## src/rtl/mux4_1_unstripe.sv

```systemverilog
// rtl/mux4_1_unstripe.sv - 4:1 byte unstriper: four lane FIFOs read round-robin onto one stream
module mux4_1_unstripe #(
  parameter int BW    = 8,
  parameter int DEPTH = 4
) (
  input  logic          clk,
  input  logic          reset,
  input  logic [BW-1:0] in0,
  input  logic [BW-1:0] in1,
  input  logic [BW-1:0] in2,
  input  logic [BW-1:0] in3,
  input  logic          valid_in0,
  input  logic          valid_in1,
  input  logic          valid_in2,
  input  logic          valid_in3,
  output logic [BW-1:0] out0,
  output logic          valid_out0,
  output logic [3:0]    overflow,
  output logic          empty
);

  localparam int AW = $clog2(DEPTH);
  localparam int CW = AW + 1;
  localparam logic [CW-1:0] FULL_CNT = CW'(DEPTH);

  // Lane storage and bookkeeping
  logic [BW-1:0] mem     [4][DEPTH];
  logic [AW-1:0] wr_ptr  [4];
  logic [AW-1:0] rd_ptr  [4];
  logic [CW-1:0] count   [4];
  logic [CW-1:0] count_nxt [4];
  logic [1:0]    sel;

  // Inputs are flattened into lane-indexed form; reset masks all pushes
  logic [BW-1:0] lane_data [4];
  logic [3:0]    lane_valid;
  logic [3:0]    lane_full;
  logic [3:0]    push;
  logic [3:0]    pop;
  logic [3:0]    drop;
  logic          pop_any;
  logic          empty_nxt;

  assign lane_data[0] = in0;
  assign lane_data[1] = in1;
  assign lane_data[2] = in2;
  assign lane_data[3] = in3;
  assign lane_valid   = {valid_in3, valid_in2, valid_in1, valid_in0} & {4{~reset}};

  // Pop decision from pre-edge counts (no bypass), then per-lane push/drop and next counts
  always_comb begin
    pop       = '0;
    push      = '0;
    drop      = '0;
    lane_full = '0;
    empty_nxt = 1'b1;
    count_nxt = '{default: '0};
    pop_any   = (count[sel] != '0);
    pop[sel]  = pop_any;
    for (int i = 0; i < 4; i++) begin
      lane_full[i] = (count[i] == FULL_CNT);
      // A full lane that is popped this edge frees a slot, so the push is accepted
      push[i]      = lane_valid[i] && (!lane_full[i] || pop[i]);
      drop[i]      = lane_valid[i] && lane_full[i] && !pop[i];
      count_nxt[i] = count[i] + CW'(push[i]) - CW'(pop[i]);
      if (count_nxt[i] != '0) begin
        empty_nxt = 1'b0;
      end
    end
  end

  // Lane memory writes; contents need no reset because counts gate every read
  always_ff @(posedge clk) begin
    for (int i = 0; i < 4; i++) begin
      if (push[i]) begin
        mem[i][wr_ptr[i]] <= lane_data[i];
      end
    end
  end

  // Pointers, counts, selector and registered outputs
  always_ff @(posedge clk or posedge reset) begin
    if (reset) begin
      for (int i = 0; i < 4; i++) begin
        wr_ptr[i] <= '0;
        rd_ptr[i] <= '0;
        count[i]  <= '0;
      end
      sel        <= '0;
      out0       <= '0;
      valid_out0 <= 1'b0;
      overflow   <= '0;
      empty      <= 1'b1;
    end else begin
      for (int i = 0; i < 4; i++) begin
        // Pointer width equals log2(DEPTH), so natural rollover wraps modulo DEPTH
        if (push[i]) begin
          wr_ptr[i] <= wr_ptr[i] + 1'b1;
        end
        if (pop[i]) begin
          rd_ptr[i] <= rd_ptr[i] + 1'b1;
        end
        count[i] <= count_nxt[i];
      end
      overflow   <= overflow | drop;
      empty      <= empty_nxt;
      valid_out0 <= pop_any;
      // An empty expected lane stalls the stream; out0 holds and sel stays put
      if (pop_any) begin
        out0 <= mem[sel][rd_ptr[sel]];
        sel  <= sel + 2'd1;
      end
    end
  end

endmodule

```

## config.mk

```make
export PLATFORM = sky130hd
export DESIGN_NAME = mux4_1_unstripe
export DESIGN_NICKNAME = d
export VERILOG_FILES = /design/src/rtl/mux4_1_unstripe.sv
export SDC_FILE = /design/constraint.sdc
export NUM_CORES = 1
export LEC_CHECK = 0
export ABC_AREA = 0
export CORE_MARGIN = 4
export CORE_UTILIZATION = 53
export DETAILED_ROUTE_END_ITERATION = 6
export MAX_ROUTING_LAYER = met4
export PLACE_DENSITY = 0.76
export REMOVE_ABC_BUFFERS = 1
export SYNTH_ARGS = -nofsm -noshare
export SYNTH_HDL_FRONTEND = slang
export SYNTH_SLANG_ARGS = --single-unit
```

## constraint.sdc

```tcl
create_clock -name clk -period 3.3 [get_ports clk]
set_input_delay 0.66 -clock clk [delete_from_list [all_inputs] [get_ports clk]]
set_output_delay 0.66 -clock clk [all_outputs]
set_load 0.01 [all_outputs]
```

==> results of run 1 <==
-- registers in the layout (all words and copies together) (netlist names) --
name	flops
overflow	4
sel	2
rd_ptr	8
mem	128
empty	1
count	12
out0	8
wr_ptr	8
valid_out0	1
-- cells by family after synthesis --
family	Yosys count	share of synthesized area (%)
AND/OR/NAND/NOR	52	4.50
AO/OA/AOI/OAI	21	4.50
XOR/XNOR	21	2.47
flip-flops	172	66.4
adder cells (fa/ha/maj)	32	5.77
buffers and inverters	49	3.02
multiplexers	54	13.4
-- power by group through the flow --
stage                     Combinational (mW)  Clock (mW)  Sequential (mW)
after floorplan                         2.14           0             3.27
after global placement                  3.19           0             3.16
after detailed placement                3.31           0             3.18
after CTS                               3.37        1.93             3.15
after global routing                    3.69        2.04             3.21
final                                   3.41        1.91             3.17
-- final cells by class --
cell class / instances / area [um2]
sequential: 172 / 4950
fill: 920 / 4930
multi-input combinational: 180 / 2320
timing repair buffer: 74 / 703
clock buffer: 18 / 429
tap: 180 / 225
inverter: 36 / 135
clock inverter: 14 / 134
-- placed cells by master (no fill, tap or decap), drive strengths merged --
| cell | count |
|---|---|
| mux2 | 4 |
| fa | 4 |
| a41o | 4 |
| inv | 41 |
| ha | 28 |
| xor2 | 2 |
| a311oi | 4 |
| clkinv | 4 |
| xnor2 | 19 |
| o21ai | 5 |
| clkbuf | 18 |
| a221oi | 8 |
| bufinv | 1 |
| nor2 | 19 |
| clkinvlp | 4 |
| buf | 23 |
| and2 | 17 |
| dfrtp | 43 |
| mux4 | 34 |
| nor4 | 4 |
| edfxtp | 128 |
| clkdlybuf4s50 | 51 |
| nand3 | 4 |
| nand2 | 1 |
| mux2i | 16 |
| dfstp | 1 |
| nor4b | 2 |
| and4b | 1 |
| nor3 | 4 |
-- worst min path at each step --
stage | start | end | slack, ps | depth (start not counted)
2_1_floorplan | rd_ptr[5]$_DFFE_PP0P_ | rd_ptr[5]$_DFFE_PP0P_ | 440 | 1
3_3_place_gp | overflow[2]$_DFF_PP0_ | overflow[2]$_DFF_PP0_ | 460 | 1
3_5_place_dp | rd_ptr[7]$_DFFE_PP0N_ | rd_ptr[7]$_DFFE_PP0N_ | 460 | 1
4_1_cts | rd_ptr[3]$_DFFE_PP0P_ | rd_ptr[3]$_DFFE_PP0P_ | 480 | 1
5_1_grt | rd_ptr[5]$_DFFE_PP0P_ | rd_ptr[5]$_DFFE_PP0P_ | 500 | 1
6_report | rd_ptr[5]$_DFFE_PP0P_ | rd_ptr[5]$_DFFE_PP0P_ | 490 | 1
-- worst max-delay path: cells and delay by family (launching register included) --
family          cells  cell delay, ps
buf+inv             4             440
simple gates        4             610
xor+xnor            2             290
compound gates      2             400
flops               1             450
fa+ha+maj           3             860
-- metal layers --
metal	up-vias	track usage, %	wire (um)
met3	18	4.84	744
li1	1687	-	-
met4	0	6.37	242
met2	126	35.9	8420
met5	-	-	0
met1	2011	28.4	6760
-- timing repair --
| action | CTS | global route |
|---|---|---|
| cloned | 0 | 0 |
| resized for setup | 0 | 8 |
| setup buffers | 2 | 2 |
| endpoints found under the setup margin | 1 | 1 |
| pin swaps | 1 | 5 |
==> metrics, run 1 <==
Crit. Startpoint=count[4]$_DFF_PP0_; final wirelength=16200 um; worst-path fanout max=4; DR vias=3842; Die H=127 um; Post-Syn Area=7450 um2; I/O Buffers=51; WL/cell=24.0 um; area share of the largest cell type after synthesis=51.6%; design area=8890 um2; die width=127 um; final hold violations=0; DRC=0; global-route wire length before repair=24900 um; status=finished, final reports clean; crit path kind=flop to flop; CP max stage cell=dfrtp_1; Post-synth EDFFs=128; grt total ovfl=0; ant diodes=0; largest net degree at the start of global routing=35; max_cap viols=0; critical-path cell list=nor4_4 > buf_4 > nor3_4 > buf_4 > o21ai_4 > a311oi_4 > inv_1 > ha_1 > inv_1 > ha_1 > fa_1 > xnor2_2 > xnor2_1 > nor3_1 > and4b_1; ys flop type=edfxtp_1; CTS clk-pin slew, worst paths=60 ps; combinational fraction of design power=40.2%; nets=551; reg-to-reg endpoint=empty$_DFF_PP1_; CTS root buf=clkbuf_16; fin util=64.3%; vias in the first global route=4192; crit path time final=3110 ps; I/O pin cnt=52; Slew HR=49.9%; register share of total power=37.4%; worst-skew pair later-pin latency=430 ps; crit end category=flop; Switch Pwr=2.97 mW; Syn Inst Count=401; synth top area cells=edfxtp_1, dfrtp_1, mux4_2; HP Class=flop to flop; Synth cell types=34; Sw Share=35.1%; CTS H-Tree Depth=4; Max Fclk=321 MHz; row count=43; Worst EP arrival=3480 ps; pre-CTS setup slack=-35.1 ps; Cells after DPL=638; hpwl dp=10500 um; critical path required time=3670 ps; clock sinks=172; fin worst setup slack=188 ps; Core ar.=13800 um2; fin crit share=94.3%; end point of the critical path=empty$_DFF_PP1_; CTS tree=yes; # setup viols final=0; Starting Density=53.9%; full die area=16000 um2; top-count cell post-synth=edfxtp_1; Antenna Violating Nets Remaining=0; Synth top cells by count=edfxtp_1, dfrtp_1, inv_1, mux4_2, ha_1; CP peak stage delay=450 ps; initial antenna violation count=0; Leakage=3.29 nW; CTS Buf Count=17; RePlAce Congestion=0.854; Worst R2R Setup Slack=190 ps; Slew Limit Fails=0; Slew @ Worst Pin=751 ps; setup_tns=0 ps; clock skew=7.90 ps; #FFs+latches synth=172; post-synthesis sequential area ratio=66.4%; drt via density=5.70; Clk network pwr share=22.5%; Post-CTS Hold Buffers=0; CTS max path bufs=2; Finished Layout Cells=674; DR iter-0 viols=299; reg2reg start=count[4]$_DFF_PP0_; Int Pwr=5.51 mW; Max IR drop VDD=0.422 mV; Yosys top cell by area=edfxtp_1; area grow syn2layout=19.3%; Synth Area per Inst=18.6 um2; final total power=8.48 mW; pwr/cell area=954 nW/um2; Ys Warns=0; worst-case reg-to-reg path depth=15; Async SR Flop Fraction=25.6%; dpl cell area=8260 um2; Fin Hold WS=486 ps; router iterations before antenna repair=5; layout cells sized above 1=24.5%; Total GRT Usage=22.1%; crit start category=flop
(Power assumes the default switching activity.)
==> inputs of run 2 (changes only) <==
--- a/config.mk
+++ b/config.mk
@@ -7,10 +7,10 @@
 export LEC_CHECK = 0
 export ABC_AREA = 0
 export CORE_MARGIN = 4
-export CORE_UTILIZATION = 53
+export CORE_UTILIZATION = 31
+export CTS_BUF_LIST = sky130_fd_sc_hd__clkbuf_8
 export DETAILED_ROUTE_END_ITERATION = 6
 export MAX_ROUTING_LAYER = met4
-export PLACE_DENSITY = 0.76
 export REMOVE_ABC_BUFFERS = 1
 export SYNTH_ARGS = -nofsm -noshare
 export SYNTH_HDL_FRONTEND = slang
==> metrics, run 2 (synthesis results as in run 1) <==
status=finished, final reports clean; Core ar.=23500 um2; Slew HR=48.0%; max_cap viols=0; CTS tree=yes; Max IR drop VDD=0.335 mV; fin util=38.2%; Worst Hold Path EP=rd_ptr[7]$_DFFE_PP0N_; worst hold path startpoint=rd_ptr[7]$_DFFE_PP0N_; CP peak stage delay=470 ps; most common cell after layout, fill and taps aside=edfxtp_1; ant diodes=0; reg-to-reg endpoint=empty$_DFF_PP1_; hpwl dp=11900 um; Leakage=3.28 nW; Die H=163 um; crit end category=flop; Max Fclk=318 MHz; pwr/cell area=907 nW/um2; Hold Path Depth=1; worst-path fanout max=7; CTS clk-pin slew, worst paths=90 ps; CTS max path bufs=2; drt via density=4.58; global-route wire length before repair=26000 um; full die area=26600 um2; crit path kind=flop to flop; pre-CTS setup slack=16.0 ps; Slew Limit Fails=0; crit start category=flop; I/O Buffers=51; flip-flop and latch area=4950 um2; crit path time final=3140 ps; Worst EP arrival=3550 ps; worst-case reg-to-reg path depth=12; Starting Density=31.7%; DR vias=3759; commonest cells after routing, fill and taps aside=edfxtp_1, clkdlybuf4s50_1, dfrtp_1, inv_1, mux4_2; RSZ-0062 raised after global routing=false; critical path required time=3710 ps; area grow syn2layout=20.6%; I/O pin cnt=52; final total power=8.15 mW; final hold violations=0; nets=559; max reg flops=128; RePlAce Congestion=0.782; die width=163 um; CP max stage cell=dfrtp_2; vias in the first global route=4165; # setup viols final=0; final wirelength=17000 um; row count=56; WL/cell=20.7 um; Total GRT Usage=13.9%; router iterations before antenna repair=4; fin worst setup slack=160 ps; CTS root buf=clkbuf_8; clock sinks=172; area of the multi-input gates=2320 um2; fin crit share=95.2%; DRC=0; layout cells sized above 1=25.3%; worst-skew pair later-pin latency=460 ps; Worst R2R Setup Slack=160 ps; grt total ovfl=0; DR iter-0 viols=159; HP Class=flop to flop; CTS Buf Count=17; Slew @ Worst Pin=780 ps; CTS H-Tree Depth=4; clock skew=12.9 ps; largest net degree at the start of global routing=35; Layout fillers=2182; reg2reg start=sel[0]$_DFFE_PP0P_; initial antenna violation count=0; critical-path cell list=nor4b_4 > nor3_4 > buf_6 > o21ai_4 > a311oi_4 > inv_1 > ha_1 > inv_1 > ha_1 > fa_1 > nor4_1 > and4b_1; Antenna Violating Nets Remaining=0
-- run 2: cell count changes in the layout (fill, tap and decap cells not counted), moves of 2 or more --
cell / delta
bufinv_16: +3
buf_4: +8
clkbuf_16: -17
inv_6: -2
nor4_2: +2
clkbuf_8: +17
-- run 2: worst max path at each step --
| stage | start | end | slack (ps) |
|---|---|---|---|
| detailed placement | reset | empty$_DFF_PP1_ | 20 |
| CTS | sel[0]$_DFFE_PP0P_ | empty$_DFF_PP1_ | 70 |
| floorplan | sel[0]$_DFFE_PP0P_ | empty$_DFF_PP1_ | -1170 |
| finish | sel[0]$_DFFE_PP0P_ | empty$_DFF_PP1_ | 160 |
| global placement | reset | empty$_DFF_PP1_ | 70 |
| global route | sel[0]$_DFFE_PP0P_ | empty$_DFF_PP1_ | 10 |
-- run 2: layout make-up --
class / instances / area share (%)
sequential: 172 / 55.0
clock buffer: 17 / 2.60
tap: 319 / 4.44
multi-input combinational: 180 / 25.8
inverter: 36 / 1.50
timing repair buffer: 82 / 8.49
clock inverter: 14 / 2.16
-- run 2: through the flow --
step / hold slack, ps / instance area (um2) / cells / TNS (ps)
final: 470 / 8990 / 820 / 0
after global routing: 489 / 8990 / 820 / 0
after CTS: 471 / 8930 / 818 / 0
after detailed placement: 460 / 8500 / 787 / 0
after global placement: 453 / 8500 / 787 / 0
after floorplan: 437 / 7360 / 388 / -38370
-- run 2: timing repair --
action / CTS / global route
hold buffers: 0 / 0
endpoints found under the setup margin: 0 / 1
setup buffers: 0 / 2
resized for setup: 0 / 7
-- run 2: power by group --
group	internal [mW]	total, mW	switching (mW)
clock	0.822	1.59	0.765
combinational	1.65	3.43	1.79
sequential	2.82	3.13	0.314
total	5.28	8.15	2.87
-- run 2: critical path: cells and delay by family (launching register included) --
family / cells / cell delay [ps]
simple gates: 4 / 1040
fa+ha+maj: 3 / 920
flops: 1 / 470
compound gates: 2 / 370
buf+inv: 3 / 290
-- run 2: layer usage --
| layer | routed length (um) | global-route usage, % | part of all wire (%) | vias up |
|---|---|---|---|---|
| met3 | 932 | 3.73 | 5.5 | 25 |
| met1 | 6990 | 16.8 | 41 | 1950 |
| met2 | 8730 | 23.1 | 51 | 86 |
| li1 | - | - | - | 1698 |
| met4 | 320 | 3.93 | 1.9 | 0 |
| met5 | 0 | - | 0 | - |
